**config.mk**
```make
export PLATFORM = sky130hd
export DESIGN_NAME = io_pad_turnaround_arbiter
export DESIGN_NICKNAME = d
export VERILOG_FILES = /design/src/rtl/io_pad_turnaround_arbiter.sv
export SDC_FILE = /design/constraint.sdc
export NUM_CORES = 1
export LEC_CHECK = 0
export CORE_MARGIN = 5
export CORE_UTILIZATION = 54
export CTS_CLUSTER_SIZE = 24
export DETAILED_ROUTE_END_ITERATION = 10
export PLACE_DENSITY = 0.81
export RECOVER_POWER = 25
export SLEW_MARGIN = 25
export SYNTH_ARGS = -nofsm -noshare
export SYNTH_HDL_FRONTEND = slang
export SYNTH_SLANG_ARGS = --single-unit
```
**constraint.sdc**
```tcl
create_clock -name UserCLK -period 2.5 [get_ports UserCLK]
set_input_delay 0.5 -clock UserCLK [delete_from_list [all_inputs] [get_ports UserCLK]]
set_output_delay 0.5 -clock UserCLK [all_outputs]
set_load 0.1 [all_outputs]
```
**src/rtl/io_pad_turnaround_arbiter.sv**
```systemverilog
// Two-requester arbiter for one bidirectional IO pad. Guard cycles with the pad
// undriven surround every drive burst, and pad input is registered while the pad listens.
module io_pad_turnaround_arbiter #(
  parameter int TURN_CYCLES = 2,
  parameter int MAX_BURST   = 16,
  parameter int CNT_W       = 8
) (
  input  logic UserCLK,
  input  logic RESETn,
  input  logic req_a,
  input  logic data_a,
  input  logic last_a,
  output logic gnt_a,
  output logic ready_a,
  input  logic req_b,
  input  logic data_b,
  input  logic last_b,
  output logic gnt_b,
  output logic ready_b,
  input  logic O_top,
  output logic I_top,
  output logic T_top,
  output logic rx_data,
  output logic rx_valid,
  output logic busy
);

  typedef enum logic [1:0] {IDLE, GUARD_IN, DRIVE, GUARD_OUT} state_e;
  typedef enum logic {OWN_A, OWN_B} owner_e;

  localparam logic [CNT_W-1:0] GUARD_LOAD = (TURN_CYCLES == 0) ? '0 : CNT_W'(TURN_CYCLES - 1);
  localparam logic [CNT_W-1:0] BEAT_LAST  = CNT_W'(MAX_BURST - 1);

  state_e           state_q;
  owner_e           owner_q;
  owner_e           last_owner_q;
  logic [CNT_W-1:0] guard_cnt_q;
  logic [CNT_W-1:0] beat_cnt_q;
  logic             i_top_q;
  logic             t_top_q;
  logic             rx_data_q;
  logic             rx_valid_q;

  logic   own_req;
  logic   own_data;
  logic   own_last;
  logic   any_req;
  owner_e owner_d;

  always_comb begin
    own_req  = (owner_q == OWN_B) ? req_b  : req_a;
    own_data = (owner_q == OWN_B) ? data_b : data_a;
    own_last = (owner_q == OWN_B) ? last_b : last_a;
    any_req  = req_a | req_b;
    // On a tie the requester that did not own the previous burst wins.
    if (req_a && req_b) begin
      owner_d = (last_owner_q == OWN_A) ? OWN_B : OWN_A;
    end else if (req_b) begin
      owner_d = OWN_B;
    end else begin
      owner_d = OWN_A;
    end
  end

  // NOTE: all state uses non-blocking assignments so every register samples pre-edge values.
  always_ff @(posedge UserCLK or negedge RESETn) begin
    if (!RESETn) begin
      state_q      <= IDLE;
      owner_q      <= OWN_A;
      last_owner_q <= OWN_B;
      guard_cnt_q  <= '0;
      beat_cnt_q   <= '0;
      i_top_q      <= 1'b0;
      t_top_q      <= 1'b0;
      rx_data_q    <= 1'b0;
      rx_valid_q   <= 1'b0;
    end else begin
      rx_data_q  <= O_top;
      rx_valid_q <= (state_q == IDLE) && !t_top_q;
      case (state_q)
        IDLE: begin
          t_top_q    <= 1'b0;
          i_top_q    <= 1'b0;
          beat_cnt_q <= '0;
          if (any_req) begin
            owner_q     <= owner_d;
            guard_cnt_q <= GUARD_LOAD;
            state_q     <= (TURN_CYCLES == 0) ? DRIVE : GUARD_IN;
          end
        end
        GUARD_IN: begin
          t_top_q <= 1'b0;
          if (!own_req) begin
            state_q      <= GUARD_OUT;
            guard_cnt_q  <= GUARD_LOAD;
            last_owner_q <= owner_q;
          end else if (guard_cnt_q == '0) begin
            state_q <= DRIVE;
          end else begin
            guard_cnt_q <= guard_cnt_q - 1'b1;
          end
        end
        DRIVE: begin
          if (own_req) begin
            i_top_q    <= own_data;
            t_top_q    <= 1'b1;
            beat_cnt_q <= beat_cnt_q + 1'b1;
            // Forced release keeps beat_cnt_q below its wrap point.
            if (own_last || (beat_cnt_q == BEAT_LAST)) begin
              state_q      <= GUARD_OUT;
              guard_cnt_q  <= GUARD_LOAD;
              last_owner_q <= owner_q;
            end
          end else begin
            t_top_q      <= 1'b0;
            state_q      <= GUARD_OUT;
            guard_cnt_q  <= GUARD_LOAD;
            last_owner_q <= owner_q;
          end
        end
        GUARD_OUT: begin
          t_top_q <= 1'b0;
          i_top_q <= 1'b0;
          if (guard_cnt_q == '0) begin
            state_q <= IDLE;
          end else begin
            guard_cnt_q <= guard_cnt_q - 1'b1;
          end
        end
        default: state_q <= IDLE;
      endcase
    end
  end

  assign gnt_a    = ((state_q == GUARD_IN) || (state_q == DRIVE)) && (owner_q == OWN_A);
  assign gnt_b    = ((state_q == GUARD_IN) || (state_q == DRIVE)) && (owner_q == OWN_B);
  assign ready_a  = (state_q == DRIVE) && (owner_q == OWN_A);
  assign ready_b  = (state_q == DRIVE) && (owner_q == OWN_B);
  assign busy     = (state_q != IDLE);
  assign I_top    = i_top_q;
  assign T_top    = t_top_q;
  assign rx_data  = rx_data_q;
  assign rx_valid = rx_valid_q;

endmodule
```
==> flow_summary_export.csv, run 1 <==
group,metric,value,unit
synthesis,dominantRegCellSynth,"dfrtp_1",
cts,worst_skew_pair.late_latency,0.32,ns
worst_hold_path,min_to,"rx_valid",
placed_design,dpl.cell_count,190,
sta,period_share,87.70,%
synthesis,avgSynthCellArea,9.526,sq um
detailed_routing,drt_iter0_drc,38,
detailed_routing,routed_wl,2913,um
synthesis,syn-cell-area,1381,sq um
cts,cts.repair.resized,0,
final_layout,layout.cells.non_filler,194,
synthesis,ys_seq_area_share,43.57,%
critical_path,r2r-end,"guard_cnt_q[5]",
sta,relSlewSlack,13.73,%
worst_hold_path,min_from,"T_top",
floorplan,die_w,60.58,um
detailed_routing,vias,1144,
cts,cts_sinks,24,
critical_path,critPathMaxFanout,7,
sta,tns,0,ns
final_layout,regArea,601.8,sq um
cts,clk_pin_slew,0.15,ns
critical_path,r2r-start,"state_q[0]",
critical_path,cp.buffers_inverters,3,
floorplan,io_pins,18,
cts,cts_setup_buffers,0,
critical_path,critPathKind,"flip-flop to primary output",
placed_design,place_ws,0.1111,ns
detailed_routing,drt-vias-per-instance,5.897,
critical_path,cp_top_family,"buffers and inverters",
synthesis,ys_warn_count,0,
synthesis,synth_edf_count,0,
worst_hold_path,min_path_type,"flip-flop to flip-flop",
sta,tightest_slew,1.294,ns
synthesis,synthCells,145,
global_routing,grt_pass1_wl,5037,um
final_layout,layout-drive-gt1-share,17.68,%
placed_design,port_buffers,17,
floorplan,dieArea,3669,sq um
detailed_routing,dr.pass1.iters,4,
placed_design,place_congestion,0.8409,
synthesis,syn-num-nets,162,
floorplan,die_h,60.58,um
sta,rsz0062_at_grt,"false",
detailed_routing,drc_errors,0,
status,outcome,"finished, final reports clean",
critical_path,critical-path-max-stage-delay,0.42,ns
cts,clockBufferDepth,2,
sta,max_freq,456.1,MHz
floorplan,start_util,56.27,%
critical_path,critPathLaunchType,"flip-flop",
synthesis,synth-seq-cells,24,
sta,period_needed,2.193,ns
final_layout,antenna_cells,0,
global_routing,antenna_found_initial,0,
cts,tritoncts,"done",
sta,finalMaxSlewViolations,0,
final_layout,fin_nets,182,
final_layout,multi_input_area,724.4,sq um
cts,cts-root-buf,"clkbuf_4",
floorplan,core-area,2455,sq um
sta,setup_viol,0,
final_layout,syn_to_final_growth,20.74,%
floorplan,fp-row-count,18,
cts,ctsHtreeMaxLevel,1,
detailed_routing,ant_nets,0,
critical_path,cpMostUsedCell,"inv_1",
detailed_routing,wl_per_cell,15.02,um
placed_design,dp.final_hpwl,2230,um
critical_path,crit_chain,"inv_1, ha_1, inv_1, nor2_2, buf_12",
global_routing,grt.total_usage,18.11,%
critical_path,r2r_cells,7,
sta,hold_viol_final,0,
critical_path,end_kind,"primary output",
critical_path,critPathArrivalTime,1.69,ns
sta,skew,0.01532,ns
global_routing,grt_overflow,0,
cts,cts_hold_buffers,0,
synthesis,synth_cell_types,42,
worst_hold_path,whs_path_depth,1,
final_layout,num-fill-cells,198,
job,cap_violations,0,
global_routing,grt_max_degree,25,
critical_path,required,2.00,ns
global_routing,grt_pass1_vias,1123,
cts,numCtsBuffers,3,
final_layout,utilization,67.94,%
synthesis,async_flop_share,100.0,%
sta,setup_ws,0.3074,ns
critical_path,slowest_stage,"dfrtp_1",
critical_path,rrSetupSlack,0.42,ns
worst register-to-register path, stage by stage (launching register included):
cell and delay [ns]:
dfrtp_1 0.40, inv_1 0.11, ha_1 0.28, inv_1 0.23
a221oi_2 0.09, a21oi_1 0.46, o21ai_0 0.20, a22o_2 0.24
cell families after synthesis:
group | count (synthesis) | share of synthesized area, %
buffers and inverters | 12 | 4.166
xor gates and xnor gates | 2 | 1.268
AOI/OAI and AO/OA | 35 | 17.21
adders and majority gates | 8 | 7.247
DFF | 24 | 43.57
and+or+nand+nor | 58 | 21.92
muxes | 6 | 4.619
metrics by stage:
stage	cell area [sq um]	hold slack [ns]
4_1_cts	1672	0.4390
3_3_place_gp	1619	0.4303
6_report	1668	0.4302
2_1_floorplan	1384	0.2044
3_5_place_dp	1619	0.4345
5_1_grt	1668	0.4815
registers in the layout (all words and copies together), names as in the netlist:
| signal | flops |
|---|---|
| I_top | 1 |
| beat_cnt_q | 8 |
| last_owner_q | 1 |
| guard_cnt_q | 8 |
| state_q | 2 |
| rx_data | 1 |
| T_top | 1 |
| rx_valid | 1 |
| owner_q | 1 |
worst max path at each step:
stage,cells past startpoint,slack (ns),start,endpoint
CTS,5,0.29,state_q[0],ready_a
detailed placement,6,0.11,req_a,guard_cnt_q[5]
global route,5,0.13,state_q[0],ready_a
global placement,6,0.16,req_a,guard_cnt_q[5]
floorplan,4,0.35,state_q[0],ready_a
finish,5,0.31,state_q[0],ready_a
area by class of cell:
| class | instances | area share (%) |
|---|---|---|
| inverter | 8 | 1.800 |
| sequential | 24 | 36.08 |
| clock inverter | 1 | 1.800 |
| clock buffer | 3 | 1.350 |
| multi-input combinational | 109 | 43.44 |
| timing repair buffer | 19 | 13.28 |
| tap | 30 | 2.251 |
cells in the final DEF (no fill, tap or decap), types with 2 or more instances in the layout:
cell,Yosys,routed
and2_1,2,2
o21ai_0,10,10
xor2_1,2,2
mux2_2,3,3
nand2_1,13,13
mux2i_1,3,3
nand2b_1,2,2
nor2_2,2,3
nor4_1,2,2
dfrtp_1,23,23
a31oi_1,3,3
inv_1,8,8
and3_1,2,2
a21oi_1,8,8
o22ai_1,2,2
and2_2,2,2
clkdlybuf4s50_1,0,6
buf_4,0,5
nor2_1,15,14
nand3_1,4,4
a32o_1,2,2
buf_12,0,5
nand4_1,2,2
dlygate4sd3_1,0,2
nor3_1,5,5
o31ai_1,2,2
a22o_2,2,2
ha_1,8,8
clkbuf_4,1,3
synthesized netlist by cell type, types with 3 or more instances:
library cell  instances  area share [%]
a21oi_1               8             2.9
nor2_1               15             4.1
nor3_1                5             1.8
dfrtp_1              23              42
o21ai_0              10             3.6
nand3_1               4             1.4
inv_1                 8             2.2
ha_1                  8             7.2
nand2_1              13             3.5
mux2i_1               3             2.2
a31oi_1               3             1.4
mux2_2                3             2.4
routing by layer:
metal	vias to the layer above	routed length [um]	track usage (%)
met5	-	0	0
met4	0	13	3.406
met3	2	117	4.681
met2	25	1501	31.30
met1	562	1280	23.06
li1	555	-	-
Power of run 1 is not shown: default switching activity piles up to over one toggle a cycle in this logic, so the estimate is an artifact.
==> run 2, diff against run 1 <==
- CAP_MARGIN: unset -> 5
- CORE_UTILIZATION: 54 -> 35
- PLACE_DENSITY: 0.81 -> 0.58
==> flow_summary_export.csv, run 2 (synthesis results as in run 1) <==
group,metric,value,unit
global_routing,grt.total_usage,12.00,%
sta,tns,0,ns
global_routing,antenna_found_initial,0,
floorplan,die_w,72.82,um
global_routing,grt_pass1_wl,5112,um
global_routing,grt_max_degree,25,
detailed_routing,drt_iter0_drc,42,
detailed_routing,routed_wl,3029,um
worst_hold_path,min_path_type,"flip-flop to flip-flop",
sta,skew,0.003682,ns
sta,tightest_slew,1.329,ns
critical_path,critPathArrivalTime,2.26,ns
detailed_routing,drc_errors,0,
cts,cts_sinks,24,
critical_path,r2r-start,"state_q[0]",
floorplan,dieArea,5303,sq um
floorplan,io_pins,18,
critical_path,required,2.65,ns
cts,clockBufferDepth,2,
cts,numCtsBuffers,3,
final_layout,num-fill-cells,372,
sta,finalMaxSlewViolations,0,
detailed_routing,ant_nets,0,
global_routing,grt_overflow,0,
sta,rsz0062_at_grt,"false",
job,cap_violations,0,
detailed_routing,dr.pass1.iters,4,
sta,holdWs,0.4271,ns
final_layout,fin_nets,181,
placed_design,port_buffers,17,
final_layout,largestRegisters,"beat_cnt_q x8, guard_cnt_q x8, state_q x2",
placed_design,dp.final_hpwl,2391,um
sta,setup_viol,0,
sta,period_needed,2.104,ns
critical_path,critPathKind,"input port to flip-flop",
floorplan,start_util,36.90,%
critical_path,critPathMaxFanout,8,
cts,ctsHtreeMaxLevel,1,
final_layout,final_common_cell,"dfrtp_1",
floorplan,core-area,3744,sq um
cts,cts_setup_buffers,0,
sta,hold_viol_final,0,
status,outcome,"finished, final reports clean",
detailed_routing,drt-vias-per-instance,5.280,
floorplan,fp-row-count,22,
final_layout,syn_to_final_growth,21.29,%
floorplan,die_h,72.82,um
cts,cts_hold_buffers,0,
critical_path,crit_start,"req_a",
worst_hold_path,min_from,"T_top",
final_layout,antenna_cells,0,
critical_path,end_kind,"flip-flop",
critical_path,critPathLaunchType,"input port",
sta,relSlewSlack,11.37,%
cts,cts-root-buf,"clkbuf_8",
cts,worst_skew_pair.late_latency,0.26,ns
detailed_routing,vias,1114,
cts,cts.repair.resized,0,
final_layout,layout-drive-gt1-share,16.56,%
final_layout,layout_common_cells,"23 x dfrtp_1, 14 x nor2_1, 13 x nand2_1",
cts,clk_pin_slew,0.08,ns
detailed_routing,wl_per_cell,14.36,um
placed_design,place_congestion,0.9147,
sta,period_share,84.15,%
sta,max_freq,475.4,MHz
cts,tritoncts,"done",
global_routing,grt_pass1_vias,1129,
==> run 2: cell count changes in the layout (fill, tap and decap cells not counted) <==
cell       before  now
buf_4           5    4
bufinv_16       1    0
clkbuf_1        1    2
clkbuf_4        3    0
clkbuf_8        0    3
==> run 2: routing by layer <==
metal / up-vias / GRT usage [%] / share of wire, %
li1: 551 / - / -
met2: 23 / 20.84 / 47
met3: 2 / 2.617 / 5.0
met1: 538 / 15.08 / 48
met5: - / 0 / 0
met4: 0 / 2.869 / 0.26
==> run 2: final timing paths <==
path	endpoint	slack (ns)	depth (start not counted)
worst max-delay path	guard_cnt_q[3]	0.40	6
worst min-delay path	rx_valid	0.43	1
worst max register to register	guard_cnt_q[3]	0.44	7
worst min register to register	rx_valid	0.43	1
max in group asynchronous	guard_cnt_q[6]	0.67	2
min in group asynchronous	beat_cnt_q[7]	1.04	2
==> run 2: final cells by class <==
cell class              count  area [sq um]  area share (%)
flip-flops and latches     24         601.8           35.92
well taps                  48         60.06           3.585
inverters                   8         30.03           1.792
multi-input cells         109         724.4           43.24
clock buffers               4         45.04           2.689
repair buffers             18         214.0           12.77
==> run 2: critical path, cell delays in order <==
cell and delay, ns:
clkdlybuf4s50_1 0.53, or3b_1 0.38, a221oi_2 0.34, a21o_4 0.19, nor2_2 0.06, a32o_1 0.26
==> run 2: stage by stage <==
stage | util (%) | area [sq um] | setup WS, ns | std cells
after floorplan | - | 1384 | 0.3489 | 145
after global placement | 43.65 | 1634 | 0.1588 | 207
after detailed placement | 43.65 | 1634 | 0.1097 | 207
after CTS | 44.85 | 1679 | 0.3906 | 211
after global routing | 44.75 | 1675 | 0.1776 | 211
final | 44.75 | 1675 | 0.3963 | 211
Power of run 2 is left out for the same reason.
==> run 3, diff against run 2 <==
- PLACE_DENSITY: 0.58 -> 0.6
- clock period: 2.5 -> 1.7 ns (I/O delays scaled with it)
==> flow_summary_export.csv, run 3 (synthesis results as in run 1) <==
group,metric,value,unit
status,outcome,"finished, violations left",
status,failed_checks,"negative setup slack",
global_routing,grt_pass1_wl,6624,um
critical_path,cp.buffers_inverters,3,
detailed_routing,routed_wl,4134,um
placed_design,port_buffers,17,
pwr,ir_drop,698.2,uV
critical_path,critical-path-max-stage-delay,0.41,ns
final_layout,layout-drive-gt1-share,48.84,%
floorplan,die_h,72.82,um
critical_path,cp.depth,5,
final_layout,largestRegisters,"beat_cnt_q x8, guard_cnt_q x8, state_q x2",
pwr,p_leak,1.066,nW
detailed_routing,drt-vias-per-instance,5.266,
cts,tritoncts,"done",
floorplan,die_w,72.82,um
placed_design,dp.final_hpwl,2840,um
critical_path,cp_top_family,"flip-flops",
placed_design,place_congestion,0.8290,
sta,tightest_slew,0.6180,ns
floorplan,start_util,36.90,%
critical_path,critPathMaxFanout,3,
global_routing,antenna_found_initial,0,
global_routing,met1_usage,19.27,%
sta,period_share,104.8,%
detailed_routing,vias,1385,
detailed_routing,drt_iter0_drc,56,
critical_path,critPathKind,"flip-flop to primary output",
floorplan,dieArea,5303,sq um
critical_path,r2r-start,"beat_cnt_q[6]",
floorplan,fp-row-count,22,
worst_hold_path,min_path_type,"flip-flop to flip-flop",
cts,clk_pin_slew,0.08,ns
critical_path,setup.worst_path.end,"gnt_a",
global_routing,met3_usage,2.342,%
global_routing,grt.total_usage,15.79,%
critical_path,r2r_cells,7,
sta,relSlewSlack,58.80,%
final_layout,regArea,601.8,sq um
sta,period_needed,1.781,ns
final_layout,final_common_cell,"buf_4",
final_layout,antenna_cells,0,
critical_path,required,1.36,ns
cts,cts_sinks,24,
detailed_routing,ant_nets,0,
final_layout,syn_to_final_growth,67.21,%
cts,worst_skew_pair.late_latency,0.27,ns
sta,rsz0062_at_grt,"true",
detailed_routing,drc_errors,0,
sta,hold_viol_final,0,
global_routing,grt_pass1_vias,1392,
sta,max_freq,561.4,MHz
final_layout,layout_common_cells,"44 x buf_4, 23 x dfrtp_1, 13 x nand2_1",
final_layout,utilization,61.70,%
critical_path,critPathArrivalTime,1.44,ns
sta,skew,0.003535,ns
cts,cts-root-buf,"clkbuf_8",
critical_path,crit_chain,"buf_6, inv_6, ha_4, and2b_2, buf_12",
critical_path,r2r-end,"guard_cnt_q[3]",
placed_design,dpl.cell_count,247,
sta,setup_ws,-0.08116,ns
global_routing,grt_max_degree,25,
sta,setup_viol,8,
floorplan,core-area,3744,sq um
critical_path,crit_start,"state_q[1]",
cts,cts_hold_buffers,0,
detailed_routing,wl_per_cell,15.72,um
global_routing,grt_overflow,0,
critical_path,end_kind,"primary output",
final_layout,layout.cells.non_filler,263,
cts,ctsHtreeMaxLevel,1,
critical_path,rrSetupSlack,-0.02,ns
floorplan,io_pins,18,
global_routing,met2_usage,28.56,%
critical_path,critPathLaunchType,"flip-flop",
final_layout,final_area,2310,sq um
job,cap_violations,0,
critical_path,slowest_stage,"dfrtp_1",
cts,clockBufferDepth,2,
final_layout,fin_nets,233,
detailed_routing,dr.pass1.iters,4,
cts,numCtsBuffers,3,
final_layout,multi_input_area,868.3,sq um
placed_design,placed_area,2008,sq um
global_routing,top_usage_layer,"met2",
final_layout,num-fill-cells,283,
pwr,powerDensity,2213,nW/um^2
sta,finalMaxSlewViolations,0,
run 3: worst min-delay path by stage:
| stage | startpoint | endpoint | slack [ns] | depth (start not counted) |
|---|---|---|---|---|
| 2_1_floorplan | RESETn | I_top | 0.04 | 0 |
| 3_5_place_dp | T_top | rx_valid | 0.47 | 1 |
| 4_1_cts | RESETn | beat_cnt_q[6] | 0.44 | 2 |
| 3_3_place_gp | T_top | rx_valid | 0.47 | 1 |
| 5_1_grt | T_top | rx_valid | 0.51 | 1 |
| 6_report | T_top | rx_valid | 0.48 | 1 |
run 3: layout make-up:
cell class                 count  area share [%]
clock buffer                   4           2.384
timing repair buffer          70           29.69
tap                           48           2.600
sequential                    24           26.06
multi-input combinational    109           37.59
inverter                       8           1.679
run 3: metrics by stage:
| stage | setup TNS (ns) | total power [mW] | hold slack (ns) | setup slack, ns |
|---|---|---|---|---|
| 6_report | -0.3270 | 5.110 | 0.4772 | -0.08116 |
| 3_5_place_dp | -5.566 | 4.003 | 0.4737 | -0.4533 |
| 5_1_grt | -1.149 | 5.401 | 0.5146 | -0.1457 |
| 2_1_floorplan | -0.4208 | 2.752 | 0.04441 | -0.1691 |
| 4_1_cts | -0.3108 | 4.653 | 0.4400 | -0.08636 |
| 3_3_place_gp | -5.170 | 3.905 | 0.4685 | -0.4311 |
run 3: timing repair:
action / 4_1_cts / 5_1_grt
pin swaps: 9 / 15
resized for setup: 22 / 28
setup buffers: 5 / 8
setup endpoints to repair: 16 / 19
run 3: power by group:
part | internal [mW] | switching (mW) | leakage [nW]
registers | 0.754 | 0.140 | 0.314
clock network | 0.207 | 0.187 | 0.0288
logic | 1.78 | 2.04 | 0.724
total | 2.74 | 2.37 | 1.07
run 3: routing by layer:
metal  share of wire [%]  routed length, um  vias to the layer above
li1                    -                  -                      654
met1                  42               1729                      686
met2                  52               2155                       36
met3                 4.1                168                        9
met4                 1.9                 80                        0
met5                   0                  0                        -
Power figures use the tool's default switching activity.
